File: src/rtl/key_enc_pkg.sv
// Shared constants and FSM encoding for the 8-key priority encoder.
// Debounce defaults assume a 50 MHz sys_clk (20 ms qualification window).
package key_enc_pkg;
   localparam int          KEY_NUM     = 8;
   localparam int          CODE_W      = 3;
   localparam int          DEF_CNT_W   = 20;
   localparam logic [19:0] DEF_CNT_MAX = 20'd999_999;

   typedef enum logic [1:0] {
      IDLE     = 2'd0,
      DEBOUNCE = 2'd1,
      HOLD     = 2'd2,
      RELEASE  = 2'd3
   } state_t;
endpackage

File: src/rtl/key_encoder8_3_prio.sv
// Combinational 8-to-3 priority encoder: highest set index wins, 0 on empty.
// Zero latency; no flow control.
module prio_enc8_3
   import key_enc_pkg::*;
(
   input  logic [KEY_NUM-1:0] i_vec,
   output logic [CODE_W-1:0]  o_code
);

   // Ascending scan so the last (highest) set bit overwrites lower ones.
   always_comb begin
      o_code = '0;
      for (int i = 0; i < KEY_NUM; i++) begin
         if (i_vec[i]) o_code = CODE_W'(i);
      end
   end

endmodule

File: src/rtl/key_encoder8_3.sv
// Synchronised, debounced 8-key priority encoder with a one-cycle code strobe.
// Press latency 3 + CNT_MAX cycles from key_in edge; no backpressure, one strobe per qualified press.
module key_encoder8_3
   import key_enc_pkg::*;
#(
   parameter int               CNT_W   = DEF_CNT_W,
   parameter logic [CNT_W-1:0] CNT_MAX = CNT_W'(DEF_CNT_MAX)
) (
   input  logic               sys_clk,
   input  logic               sys_rst_n,
   input  logic [KEY_NUM-1:0] key_in,
   output logic [CODE_W-1:0]  code_out,
   output logic               code_valid,
   output logic               key_held
);

   localparam logic [CNT_W-1:0] CNT_LAST = CNT_MAX - CNT_W'(1);

   logic [KEY_NUM-1:0] r_sync1;
   logic [KEY_NUM-1:0] r_sync2;
   state_t             r_state;
   logic [CNT_W-1:0]   r_cnt;
   logic [KEY_NUM-1:0] r_snap;
   logic [CODE_W-1:0]  r_code;
   logic               r_valid;
   logic               r_held;

   state_t             w_state_nxt;
   logic [CNT_W-1:0]   w_cnt_nxt;
   logic [KEY_NUM-1:0] w_snap_nxt;
   logic [CODE_W-1:0]  w_code_nxt;
   logic               w_valid_nxt;
   logic               w_held_nxt;
   logic [KEY_NUM-1:0] w_press;
   logic               w_any;
   logic               w_cnt_last;
   logic [CODE_W-1:0]  w_snap_code;

   always_ff @(posedge sys_clk or negedge sys_rst_n) begin
      if (!sys_rst_n) begin
         r_sync1 <= '1;
         r_sync2 <= '1;
      end else begin
         r_sync1 <= key_in;
         r_sync2 <= r_sync1;
      end
   end

   assign w_press    = ~r_sync2;
   assign w_any      = |w_press;
   assign w_cnt_last = (r_cnt == CNT_LAST);

   prio_enc8_3 u_prio (
      .i_vec  (r_snap),
      .o_code (w_snap_code)
   );

   always_comb begin
      w_state_nxt = r_state;
      w_cnt_nxt   = r_cnt;
      w_snap_nxt  = r_snap;
      w_code_nxt  = r_code;
      w_valid_nxt = 1'b0;
      w_held_nxt  = r_held;
      unique case (r_state)
         IDLE: begin
            if (w_any) begin
               w_snap_nxt  = w_press;
               w_cnt_nxt   = '0;
               w_state_nxt = DEBOUNCE;
            end
         end
         DEBOUNCE: begin
            if (!w_any) begin
               w_state_nxt = IDLE;
            end else if (w_press != r_snap) begin
               // Bounce or chord change: restart the window on the new pattern.
               w_snap_nxt = w_press;
               w_cnt_nxt  = '0;
            end else if (w_cnt_last) begin
               w_code_nxt  = w_snap_code;
               w_valid_nxt = 1'b1;
               w_held_nxt  = 1'b1;
               w_state_nxt = HOLD;
            end else begin
               w_cnt_nxt = r_cnt + CNT_W'(1);
            end
         end
         HOLD: begin
            w_held_nxt = 1'b1;
            if (!w_any) begin
               w_cnt_nxt   = '0;
               w_state_nxt = RELEASE;
            end
         end
         RELEASE: begin
            if (w_any) begin
               w_state_nxt = HOLD;
            end else if (w_cnt_last) begin
               w_held_nxt  = 1'b0;
               w_state_nxt = IDLE;
            end else begin
               w_cnt_nxt = r_cnt + CNT_W'(1);
            end
         end
         default: w_state_nxt = IDLE;
      endcase
   end

   always_ff @(posedge sys_clk or negedge sys_rst_n) begin
      if (!sys_rst_n) begin
         r_state <= IDLE;
         r_cnt   <= '0;
         r_snap  <= '0;
         r_code  <= '0;
         r_valid <= 1'b0;
         r_held  <= 1'b0;
      end else begin
         r_state <= w_state_nxt;
         r_cnt   <= w_cnt_nxt;
         r_snap  <= w_snap_nxt;
         r_code  <= w_code_nxt;
         r_valid <= w_valid_nxt;
         r_held  <= w_held_nxt;
      end
   end

   assign code_out   = r_code;
   assign code_valid = r_valid;
   assign key_held   = r_held;

endmodule

File: config.mk
export PLATFORM = sky130hd
export DESIGN_NAME = key_encoder8_3
export DESIGN_NICKNAME = d
export VERILOG_FILES = /design/src/rtl/key_enc_pkg.sv /design/src/rtl/key_encoder8_3_prio.sv /design/src/rtl/key_encoder8_3.sv
export SDC_FILE = /design/constraint.sdc
export NUM_CORES = 1
export LEC_CHECK = 0
export ABC_AREA = 1
export CAP_MARGIN = 20
export CORE_UTILIZATION = 38
export DETAILED_ROUTE_END_ITERATION = 10
export GPL_TIMING_DRIVEN = 1
export PLACE_DENSITY = 0.63
export SKIP_CTS_REPAIR_TIMING = 1
export SYNTH_ARGS = -nofsm -noshare
export SYNTH_HDL_FRONTEND = slang
export SYNTH_SLANG_ARGS = --single-unit
File: constraint.sdc
create_clock -name sys_clk -period 4.7 [get_ports sys_clk]
set_input_delay 0.705 -clock sys_clk [delete_from_list [all_inputs] [get_ports sys_clk]]
set_output_delay 0.705 -clock sys_clk [all_outputs]
set_load 0.01 [all_outputs]
==> metrics <==
pin count of the biggest net entering global routing 52; Worst Reg-to-Reg Cells 11; Critical R2R Capture r_cnt[13]; Syn Area/Cell 7.122 µm²; final hold vios 0; layout net count 433; commonest non-fill, non-tap cell in the layout nand2_1; wire per inst 10.85 µm; layout cells sized above 1 0.1043; Core ar. 7292 µm²; setup violators final 0; Crit Path Max Fanout 12; # IOs 15; design area 3203 µm²; period utilization 0.4202; fmax 0.5064 GHz; initial antenna violation count 0; Syn Inst Count 406; Slew @ Worst Pin 0.6326 ns; antenna-violating nets left 0; Avg Vias per Cell 4.607; R2R Path Start r_sync2[1]; Tmin final 1.975 ns; die area 7962 µm²; Max Buffers Root-to-Sink 2; worst vdd ir 118.1 µV; # DRC 0; most frequent cells in the layout nand2_1, inv_1, nor2_1; vias in the first global route 2132; global route overflow 0; TritonCTS Sinks 51; fin cells 521; top_reg_cell synth dfrtp_1; register area share after synthesis 0.4483; max-slew violations 0; DRT iter0 DRCs 198; gpl congestion 0.8878; CP Class register to register; RSZ-0062 raised after global routing false; fraction of registers with async set/reset 1.000; Die H 89.23 µm; Worst Hold Class register to register; Synth Cell Area 2892 µm²; width of the chip 89.23 µm; Cell Rows 31; WP data required 4.91 ns; # Max-Cap Violations 0; placed inst area 3105 µm²; All-Layer GR Usage 0.1612; clock transition at the registers of the reported paths 0.11 ns; crit path capture type register; TritonCTS clock tree done; Clk Latency, worst-skew pair 0.31 ns; CTS Buf Count 5; #FFs+latches synth 51; drt pass-1 iters 4; Rel. slew slack 0.5783; type of origin of the critical path register; status completed; launch point of the worst path r_sync2[1]; synth-to-layout area growth 10.77%; synth warn 0; CP Capture Point r_cnt[13]; PwrDens 256.0 nW/µm²; CP arrival 2.19 ns; reg2reg setup slack 2.73 ns; Worst Skew 0.01080 ns; Post-DP HPWL 4203 µm; H-tree levels 2; Synthesized Nets 418; Initial Utilization 0.3965; EDFF count, synth 0; port bufs 14; Setup TNS 0 ns; root buffer cell clkbuf_8; global-route wire length before repair 9880 µm; n_diodes 0; Leak 1.598 nW; WL final 5654 µm; Vias 2400; Synth cell types 30; Placed Cells incl. Taps 513
## Yosys cell counts, types with 4 or more instances
master / number / area (µm²)
nor2_2: 4 / 25.02
xor2_1: 4 / 35.03
inv_1: 55 / 206.5
dfstp_2: 16 / 420.4
nand3_1: 24 / 120.1
nand4_1: 8 / 50.05
o21ai_0: 22 / 110.1
nand2_1: 139 / 521.8
dfrtp_1: 35 / 875.8
nor3_1: 8 / 40.04
nor2_1: 52 / 195.2
a21oi_1: 6 / 30.03
## kinds of logic after synthesis
kind of cell / Yosys count / share of synthesized area
flip-flops: 51 / 0.4483
AO/OA/AOI/OAI: 34 / 0.06231
adder cells (fa/ha/maj): 2 / 0.008653
buffers and inverters: 65 / 0.09346
AND/OR/NAND/NOR: 247 / 0.3661
XOR/XNOR: 7 / 0.02120
## layer usage
layer	part of all wire	track usage
met1	0.52	0.2375
met2	0.43	0.2464
met3	0.036	0.02493
met4	0.014	0.04329
met5	0	0
## state kept, by name, summed over array words and instances, names as in the netlist, named ones only
register    flops
key_held        1
r_snap          8
code_valid      1
r_sync2         8
code_out        3
r_state         1
r_cnt          20
r_sync1         8
## power by group
group	internal, mW	switching (mW)
combinational	0.0245	0.0444
sequential	0.458	0.0158
clock	0.113	0.165
total	0.595	0.225
## critical path: stages (launching register included)
cell and delay, ns:
dfstp_2 0.56, nand2_1 0.08, nor2_2 0.18, nand2_4 0.12
inv_2 0.10, nand2_1 0.06, nand2_2 0.08, nand2_1 0.26
nor2_1 0.26, nand2_1 0.07, nand2_1 0.06, nor2_1 0.05
## stage by stage
stage	utilization	hold WS, ns	total power [mW]	worst slack (ns)
floorplan	-	0.3452	0.5247	3.149
global placement	0.4259	0.3466	0.5506	2.773
detailed placement	0.4259	0.3475	0.5516	2.745
CTS	0.4393	0.3638	0.8326	2.721
global route	0.4393	0.3668	0.8655	2.496
finish	0.4393	0.3613	0.8201	2.725
## how the worst min path moves through the flow
stage               cells past startpoint          to  startpoint
CTS                                     0  r_sync2[2]  r_sync1[2]
floorplan                               0  r_sync2[0]  r_sync1[0]
finish                                  0  r_sync2[0]  r_sync1[0]
global placement                        0  r_sync2[0]  r_sync1[0]
detailed placement                      0  r_sync2[2]  r_sync1[2]
global route                            0  r_sync2[2]  r_sync1[2]
## final cells by class
cell class                 count  area [µm²]
timing repair buffer          15       142.6
tap                           99       123.9
clock buffer                   5       68.82
multi-input combinational    290        1325
inverter                      58       217.7
sequential                    51        1296
clock inverter                 3       28.78
fill                         772        4089
Power figures use the tool's default switching activity.
